[src/rtl/loop_pkg.sv]
// ----------------------------------------------------------------------------
// loop_pkg
// Shared definitions for the loop replay buffer slice.
//   lr_state_t         : replay buffer control state
//   INSTR_BYTES        : byte stride between consecutive loop instructions
//   LOOP_DEPTH_DEFAULT : default loop body capacity in instructions
// ----------------------------------------------------------------------------
package loop_pkg;

    typedef enum logic [1:0] {
        LR_IDLE    = 2'd0,
        LR_CAPTURE = 2'd1,
        LR_REPLAY  = 2'd2
    } lr_state_t;

    localparam int INSTR_BYTES        = 4;
    localparam int LOOP_DEPTH_DEFAULT = 16;

endpackage

[src/rtl/loop_body_ram.sv]
// ----------------------------------------------------------------------------
// loop_body_ram
// DEPTH x XLEN storage for one captured loop iteration.
// Synchronous write, combinational read, no reset on the array. The
// contents are only ever read after a complete fresh capture, so the
// storage needs no initial value.
// Ports:
//   clk     : clock
//   wr_en   : write strobe
//   wr_addr : write index
//   wr_data : instruction word to store
//   rd_addr : read index
//   rd_data : instruction word at rd_addr (combinational)
// ----------------------------------------------------------------------------
module loop_body_ram #(
    parameter int DEPTH = 16,
    parameter int XLEN  = 32,
    parameter int AW    = $clog2(DEPTH)
) (
    input  logic            clk,
    input  logic            wr_en,
    input  logic [AW-1:0]   wr_addr,
    input  logic [XLEN-1:0] wr_data,
    input  logic [AW-1:0]   rd_addr,
    output logic [XLEN-1:0] rd_data
);

    logic [XLEN-1:0] mem_r [DEPTH];

    // Store one body instruction per accepted capture fetch.
    always_ff @(posedge clk) begin
        if (wr_en) begin
            mem_r[wr_addr] <= wr_data;
        end
    end

    assign rd_data = mem_r[rd_addr];

endmodule

[src/rtl/loop_replay_buffer.sv]
// ----------------------------------------------------------------------------
// loop_replay_buffer
// Sits between fetch and decode, downstream of the loop detector. On a
// loop-start pulse it captures one iteration of the loop body as fetch
// delivers it, then replays that iteration from local storage (stalling
// fetch) until a mispredict flushes it. Outside replay it is a one-cycle
// registered pass-through of fetch to decode.
//
// Optional feature macro: LOOP_REPLAY_ITER_CNT_EN
//   defined   : replay_iters is a 16-bit saturating count of completed
//               replay iterations, cleared when a new capture starts
//   undefined : replay_iters is tied to zero
//
// Ports:
//   clk, reset (async, active-low)
//   loop_start, loop_start_pc, loop_len : loop detector interface
//   fetch_valid, fetch_pc, fetch_instr  : fetch stream
//   hold       : freeze outputs and pointers
//   mispredict : loop exit, returns to IDLE with priority
//   out_valid, out_pc, out_instr        : stream to decode
//   fetch_stall, replay_active          : high while replaying
//   capture_abort : one-cycle pulse when a capture is rejected/aborted
//   replay_iters  : completed replay iterations
// ----------------------------------------------------------------------------
module loop_replay_buffer
    import loop_pkg::*;
#(
    parameter int DEPTH = LOOP_DEPTH_DEFAULT,
    parameter int XLEN  = 32,
    parameter int CNT_W = $clog2(DEPTH) + 1
) (
    input  logic             clk,
    input  logic             reset,
    input  logic             loop_start,
    input  logic [XLEN-1:0]  loop_start_pc,
    input  logic [CNT_W-1:0] loop_len,
    input  logic             fetch_valid,
    input  logic [XLEN-1:0]  fetch_pc,
    input  logic [XLEN-1:0]  fetch_instr,
    input  logic             hold,
    input  logic             mispredict,
    output logic             out_valid,
    output logic [XLEN-1:0]  out_pc,
    output logic [XLEN-1:0]  out_instr,
    output logic             fetch_stall,
    output logic             replay_active,
    output logic             capture_abort,
    output logic [15:0]      replay_iters
);

    localparam int AW = $clog2(DEPTH);
    localparam logic [CNT_W-1:0] DEPTH_C = CNT_W'(DEPTH);
    localparam logic [CNT_W-1:0] ZERO_C  = {CNT_W{1'b0}};
    localparam logic [CNT_W-1:0] ONE_C   = {{(CNT_W-1){1'b0}}, 1'b1};

    // PC of body instruction idx, wrapping at XLEN bits.
    function automatic logic [XLEN-1:0] pc_at(input logic [XLEN-1:0] base,
                                              input logic [CNT_W-1:0] idx);
        return base + (XLEN'(idx) * XLEN'(INSTR_BYTES));
    endfunction

    lr_state_t        state_r;
    logic [XLEN-1:0]  start_pc_r;
    logic [CNT_W-1:0] loop_len_r;
    logic [CNT_W-1:0] wptr_r;
    logic [CNT_W-1:0] rptr_r;

    logic             len_ok_s;
    logic [XLEN-1:0]  exp_pc_s;
    logic             pc_match_s;
    logic             last_wr_s;
    logic             rptr_last_s;
    logic             wr_en_s;
    logic [XLEN-1:0]  rd_data_s;

    assign len_ok_s    = (loop_len != ZERO_C) && (loop_len <= DEPTH_C);
    assign exp_pc_s    = pc_at(start_pc_r, wptr_r);
    assign pc_match_s  = (fetch_pc == exp_pc_s);
    assign last_wr_s   = (wptr_r == (loop_len_r - ONE_C));
    assign rptr_last_s = (rptr_r == (loop_len_r - ONE_C));
    // A fetch is stored only when it is the next expected body instruction
    // and nothing of higher priority (mispredict, hold) claims the cycle.
    assign wr_en_s     = (state_r == LR_CAPTURE) && !mispredict && !hold &&
                         fetch_valid && pc_match_s;

    loop_body_ram #(
        .DEPTH (DEPTH),
        .XLEN  (XLEN),
        .AW    (AW)
    ) u_body_ram (
        .clk     (clk),
        .wr_en   (wr_en_s),
        .wr_addr (wptr_r[AW-1:0]),
        .wr_data (fetch_instr),
        .rd_addr (rptr_r[AW-1:0]),
        .rd_data (rd_data_s)
    );

    // Control FSM with registered decode-side outputs.
    always_ff @(posedge clk or negedge reset) begin
        if (!reset) begin
            state_r       <= LR_IDLE;
            start_pc_r    <= {XLEN{1'b0}};
            loop_len_r    <= ZERO_C;
            wptr_r        <= ZERO_C;
            rptr_r        <= ZERO_C;
            out_valid     <= 1'b0;
            out_pc        <= {XLEN{1'b0}};
            out_instr     <= {XLEN{1'b0}};
            fetch_stall   <= 1'b0;
            replay_active <= 1'b0;
            capture_abort <= 1'b0;
        end else begin
            capture_abort <= 1'b0;
            if (mispredict) begin
                // Flush: one bubble to decode, leave replay next cycle.
                state_r       <= LR_IDLE;
                out_valid     <= 1'b0;
                fetch_stall   <= 1'b0;
                replay_active <= 1'b0;
                capture_abort <= (state_r == LR_CAPTURE);
            end else begin
                case (state_r)
                    LR_IDLE: begin
                        fetch_stall   <= 1'b0;
                        replay_active <= 1'b0;
                        if (!hold) begin
                            out_valid <= fetch_valid;
                            out_pc    <= fetch_pc;
                            out_instr <= fetch_instr;
                        end
                        if (loop_start) begin
                            if (len_ok_s) begin
                                start_pc_r <= loop_start_pc;
                                loop_len_r <= loop_len;
                                wptr_r     <= ZERO_C;
                                state_r    <= LR_CAPTURE;
                            end else begin
                                capture_abort <= 1'b1;
                            end
                        end
                    end
                    LR_CAPTURE: begin
                        if (!hold) begin
                            out_valid <= fetch_valid;
                            out_pc    <= fetch_pc;
                            out_instr <= fetch_instr;
                            if (fetch_valid) begin
                                if (pc_match_s) begin
                                    wptr_r <= wptr_r + ONE_C;
                                    if (last_wr_s) begin
                                        state_r       <= LR_REPLAY;
                                        rptr_r        <= ZERO_C;
                                        fetch_stall   <= 1'b1;
                                        replay_active <= 1'b1;
                                    end
                                end else begin
                                    // Fetch left the expected straight-line
                                    // body; the captured data is unusable.
                                    capture_abort <= 1'b1;
                                    state_r       <= LR_IDLE;
                                end
                            end
                        end
                    end
                    LR_REPLAY: begin
                        fetch_stall   <= 1'b1;
                        replay_active <= 1'b1;
                        if (!hold) begin
                            out_valid <= 1'b1;
                            out_pc    <= pc_at(start_pc_r, rptr_r);
                            out_instr <= rd_data_s;
                            if (rptr_last_s) begin
                                rptr_r <= ZERO_C;
                            end else begin
                                rptr_r <= rptr_r + ONE_C;
                            end
                        end
                    end
                    default: begin
                        state_r       <= LR_IDLE;
                        out_valid     <= 1'b0;
                        fetch_stall   <= 1'b0;
                        replay_active <= 1'b0;
                    end
                endcase
            end
        end
    end

`ifdef LOOP_REPLAY_ITER_CNT_EN
    logic        capture_enter_s;
    logic        wrap_s;
    logic [15:0] iters_r;

    assign capture_enter_s = (state_r == LR_IDLE) && !mispredict && loop_start && len_ok_s;
    assign wrap_s          = (state_r == LR_REPLAY) && !mispredict && !hold && rptr_last_s;

    // Saturating count of read-pointer wraps; restarts with each capture.
    always_ff @(posedge clk or negedge reset) begin
        if (!reset) begin
            iters_r <= 16'd0;
        end else if (capture_enter_s) begin
            iters_r <= 16'd0;
        end else if (wrap_s && (iters_r != 16'hFFFF)) begin
            iters_r <= iters_r + 16'd1;
        end else begin
            iters_r <= iters_r;
        end
    end

    assign replay_iters = iters_r;
`else
    assign replay_iters = 16'd0;
`endif

endmodule

[config.mk]
export PLATFORM = sky130hd
export DESIGN_NAME = loop_replay_buffer
export DESIGN_NICKNAME = d
export VERILOG_FILES = /design/src/rtl/loop_pkg.sv /design/src/rtl/loop_body_ram.sv /design/src/rtl/loop_replay_buffer.sv
export SDC_FILE = /design/constraint.sdc
export NUM_CORES = 1
export LEC_CHECK = 0
export BUFFER_PORTS_ARGS = -buffer_cell sky130_fd_sc_hd__buf_2
export CORE_ASPECT_RATIO = 1.75
export CORE_UTILIZATION = 54
export DETAILED_ROUTE_END_ITERATION = 7
export GPL_ROUTABILITY_DRIVEN = 0
export GPL_TIMING_DRIVEN = 1
export PLACE_DENSITY = 0.71
export SYNTH_ARGS = -nofsm -noshare
export SYNTH_HDL_FRONTEND = slang
export SYNTH_HIERARCHICAL = 1
export SYNTH_SLANG_ARGS = --single-unit
[constraint.sdc]
create_clock -name clk -period 6.35 [get_ports clk]
set_input_delay 0.635 -clock clk [delete_from_list [all_inputs] [get_ports clk]]
set_output_delay 0.635 -clock clk [all_outputs]
set_load 0.02 [all_outputs]
# Word-level counts from Yosys, hierarchy flattened
# Memory sizes are Yosys's and may differ from the RTL's.
# Cells that the tools add are included.
# word_totals
out_inout_bits	84
elab_cells	107
inputBits	107
mem_bits_rw	512
memories	1
register_bits	116
# op_classes
n_eq_ne	23
n_reduce_logical	20
bitwise	1
magnitude_cmp	1
mux	46
addsub	5
# memory_table
name	depth	width	read_ports	rd_ports_with_merged_regs	wr	line_no	text
u_body_ram.mem_r	16	32	1	0	1	loop_body_ram.sv:28	logic [XLEN-1:0] mem_r [DEPTH];
# op_table
cell	n
$mux 32	4
$pmux 32 s2	2
$add 32x7->32	2
$mux 5	11
$eq 32x32->1	1
$ne 3x3->1 const B	7
$pmux 5 s2	2
$ne 2x2->1 const B	9
$mux 1	16
$mux 2	7
$reduce_and 7->1	2
$reduce_and 4->1	3
$add 5x1->5 const B	2
$eq 5x5->1	2
$pmux 1 s2	3
$pmux 2 s3	1
$reduce_and 6->1	1
$reduce_bool 2->1	3
$le 5x5->1 const B	1
$logic_and 1x1->1	5
$reduce_bool 5->1	1
$sub 5x1->5 const B	1
$ne 4x4->1 const B	1
$ne 3x2->1 const B	1
other kinds (7)	8

# Depth between registers and ports, before layout
# depth
ltp_word	8
depth_mapped	12
depth_no_buf	12

# Hierarchy
# The synthesis kept the hierarchy.
# modules_own_cells
mod	cells_per_inst	seq_area_each_um2	area_per_inst_um2	instances
loop_body_ram	806	15374.7	19194.7	1
loop_replay_buffer	785	2902.8	7418.4	1

# Worst setup path before layout
# No wires, ideal clock.
# synth_path
path_type	register -> register
start	register wptr_r[0]
end	memory u_body_ram.mem_r[0][0], enable pin
path_slack_ps	150
stages_incl_launch_ff	12
t_arrival_ps	5739
path_buffers	0
t_required_ps	5889
setup_time_ps	461
synth_period_minus_slack_ps	6200
path_cell_list	dfrtp_1 ha_1 fa_1 a21oi_1 a2bb2oi_2 or3_4 xnor2_1 nand4_1 or4_1 nor4_1 or3b_2 nor3_1
# synth_between
elab_chain_cells	5
# synth_rtl
item	line_no	text
start: declaration	loop_replay_buffer.sv:65	logic [CNT_W-1:0] wptr_r;
start signal: assignment	loop_replay_buffer.sv:150	wptr_r <= wptr_r + ONE_C;
$add 32x7->32	loop_replay_buffer.sv:59	return base + (XLEN'(idx) * XLEN'(INSTR_BYTES));
$eq 32x32->1	loop_replay_buffer.sv:78	assign pc_match_s = (fetch_pc == exp_pc_s);
$logic_and 1x1->1	loop_replay_buffer.sv:84	fetch_valid && pc_match_s;
net wr_en_s	loop_replay_buffer.sv:73	logic wr_en_s;
$mux 1	loop_body_ram.sv:32	if (wr_en) begin
$mux 1 (implied by the code)	loop_body_ram.sv:33	mem_r[wr_addr] <= wr_data;
end: declaration	loop_body_ram.sv:28	
# The timed path passes the listed nets, and every way through them passes these cells.

# Final worst setup path
# layout_path
start	register wptr_r[0]
end	memory u_body_ram.mem_r[0][11], enable pin
# The elaborated chain is that of the path after synthesis.

==> run_results.csv <==
group,metric,value,unit
power,p_seq_share,49.3,%
setup_path,required,6.56,ns
floorplanning,core,0.0486,mm2
route,ant_nets,0,
logic_synthesis,synthSimpleGateAreaFrac,5.41,%
logic_synthesis,synth_cell_types,71,
power,vdd_drop_max,0.198,mV
placement,portBuffers,174,
setup_path,path_cells,"ha_1 > fa_1 > a21oi_1 > a2bb2oi_2 > or3_4 > xnor2_1 > nand4_1 > or4_1 > nor4_1 > buf_4 > or3b_2 > nor3_2 > buf_4",
global_route,first_global_vias,15369,
timing,finalHoldViolCount,0,
logic_synthesis,synth_xor_area_share,3.06,%
clock_tree,cts.htree.levels,2,
logic_synthesis,netlist_area,0.0266,mm2
floorplanning,die-area,0.0502,mm2
clock_tree,ctsLongestPathBuffers,3,
setup_path,critical_path.slowest_cell,"or4_1",
timing,whs,0.00384,ns
global_route,grt_pass1_wl,93.2,mm
timing,worst_pin_slew,1.15,ns
logic_synthesis,yosysTopAreaCell,"edfxtp_1",
layout,area_delta_synth_final,13.2,%
timing,fmax,0.191,GHz
setup_path,cp-start-kind,"flip-flop",
clock_tree,clk_latency,0.59,ns
placement,hpwl,39.1,mm
logic_synthesis,synth_top_family_by_area,"multiplexers",
route,firstDrtPassIters,5,
logic_synthesis,synth_fa_ha_area_share,0.950,%
logic_synthesis,syn_area_per_cell,16.7,um2
layout,drive_gt1_share,28.1,%
logic_synthesis,synthMuxAreaShare,14.3,%
setup_path,crit_start,"wptr_r[0]$_DFFE_PN0P_",
setup_path,path_common_cell,"buf_4",
clock_tree,cts.repair.resized,0,
logic_synthesis,synth_area_leaders,"edfxtp_1, dfrtp_1, mux4_2",
layout,mostFrequentLayoutCell,"edfxtp_1",
timing,post-route-period-util,82.4,%
power,power_leakage,0.0103,uW
route,viasPerCell,6.02,
timing,rsz0062_at_grt,"no",
logic_synthesis,synth_edf_count,512,
layout,mostFrequentLayoutCells,"edfxtp_1, buf_2, nand2_1, mux4_2, dfrtp_1",
route,drt_first_iter_violations,1146,
setup_path,cp_num_buf_inv,2,
global_route,grt_overflow,0,
setup_path,slowest_delay,0.57,ns
setup_path,worstPathArrival,5.45,ns
clock_tree,cts_tree,"yes",
floorplanning,dieHeight,296,um
timing,setup_viol,0,
layout,finish.utilization,62.0,%
route,dr_total_vias,14783,
route,drc,0,
route,wl_per_cell,25.4,um
layout,final_cells,2456,
clock_tree,clockRootBuffer,"clkbuf_16",
logic_synthesis,ys_ff_latch,628,
timing,slew_headroom,23.5,%
floorplanning,initial_utilization,54.8,%
flow_run,cap_violations,0,
logic_synthesis,synth_flop_cell,"edfxtp_1",
timing,slew_viol_final,0,
outcome,status,"finished clean",
power,p_int,7420,uW
setup_path,worst-path-stages,13,
timing,fin_setup_tns,0,ns
floorplanning,fp.dieW,170,um
logic_synthesis,syn_inst,1591,
logic_synthesis,yosysTopAreaCellShare,57.8,%
power,power_density,337,mW/mm2
power,total_power,10200,uW
timing,skew,0.0244,ns
setup_path,cp_max_fo,32,
power,p_sw,2730,uW
setup_path,cp_top_family,"simple AND/OR/NAND/NOR gates",
power,pwr-share-comb,16.5,%
clock_tree,clock_sinks,628,
setup_path,path_class,"reg2reg",
logic_synthesis,synthArstFlopShare,18.5,%
clock_tree,postCtsSetupRepairBufs,0,
floorplanning,rows,107,
setup_path,reg2regPathDepth,13,
setup_path,cp-end-kind,"flip-flop",
power,swShare,26.9,%
logic_synthesis,yosys_warnings,6,
logic_synthesis,synth-compound-area-share,5.27,%
global_route,grt_max_degree,100,
floorplanning,io_pins,191,
global_route,antenna_found_initial,1,
timing,fin_crit,5.24,ns
clock_tree,clk_pin_slew,0.07,ns
clock_tree,numCtsBuffers,53,
logic_synthesis,yosysSeqAreaShare,68.7,%
layout,final_nets,1884,
placement,dp_cells,2357,
global_route,grt_usage,25.4,%
route,drt-total-wl,62.3,mm
power,power_frac_clock,34.3,%
clock_tree,cts_hold_buf,0,
setup_path,r2r-start,"wptr_r[0]$_DFFE_PN0P_",
hold_path,min_path_type,"in2async",
[per-layer routing]
metal	vias up	global-route usage, %	wire length, um
met5	-	0	0
met4	0	12.0	2870
met3	159	3.36	3250
met2	569	47.0	34300
met1	7540	28.6	21800
li1	6515	-	-
[power groups by stage]
stage	registers (uW)	clock network (uW)	logic, uW
CTS	5000	3530	1680
floorplan	5050	0	1210
global placement	5070	0	1640
finish	5000	3480	1670
detailed placement	5090	0	1670
global route	5030	3670	1820
[layout make-up]
type / count / area (um2)
antenna: 1 / 2.50
clock buffer: 63 / 1460
clock inverter: 35 / 425
fill: 3512 / 18500
inverter: 15 / 56.3
multi-input combinational: 856 / 7920
sequential: 628 / 18300
tap: 654 / 818
timing repair buffer: 204 / 1150
[metrics by stage]
step	area, um2	setup WS (ns)
final	30100	1.11
after floorplan	26700	0.150
after global routing	30100	0.915
after CTS	30100	1.12
after detailed placement	28200	1.14
after global placement	28200	1.21
[registers in the layout, indices dropped and copies added, names as in the netlist]
name and cells:
replay_active 1, out_pc 32, loop_len_r 5, u_body_ram/mem_r 512, capture_abort 1, out_valid 1
wptr_r 5, out_instr 32, state_r 2, start_pc_r 32, rptr_r 5
[cells by family after synthesis]
group           after synthesis
flops                       628
simple gates                298
compound gates              216
mux                         215
buf+inv                     122
xor+xnor                     92
fa+ha+maj                    19
other cells                   1
[cells in the mapped netlist (all sizes together), types with 5 or more instances]
library cell / instances
edfxtp: 512
nand2: 134
mux4: 128
dfrtp: 116
o21ai: 80
a22oi: 64
xnor2: 61
buf: 59
nor2: 50
clkbuf: 48
mux2i: 48
mux2: 39
xor2: 31
a21oi: 21
nor3: 19
ha: 17
nand3: 16
inv: 15
a21o: 14
nor4: 14
nand4: 10
nand2b: 9
and3: 7
a31oi: 5
and2: 5
nor2b: 5
o211ai: 5
or3: 5
[final timing paths]
path                       slack, ns                           endpoint
max in group asynchronous       5.03          out_instr[11]$_DFFE_PN0P_
min in group clk                0.28         start_pc_r[28]$_DFFE_PN0P_
setup reg to reg                1.11  u_body_ram/mem_r[0][11]$_DFFE_PP_
hold / removal                 0.004              out_pc[0]$_DFFE_PN0P_
hold reg to reg                 0.47           out_instr[6]$_DFFE_PN0P_
setup / recovery                1.11  u_body_ram/mem_r[0][11]$_DFFE_PP_
(Power assumes the default switching activity.)
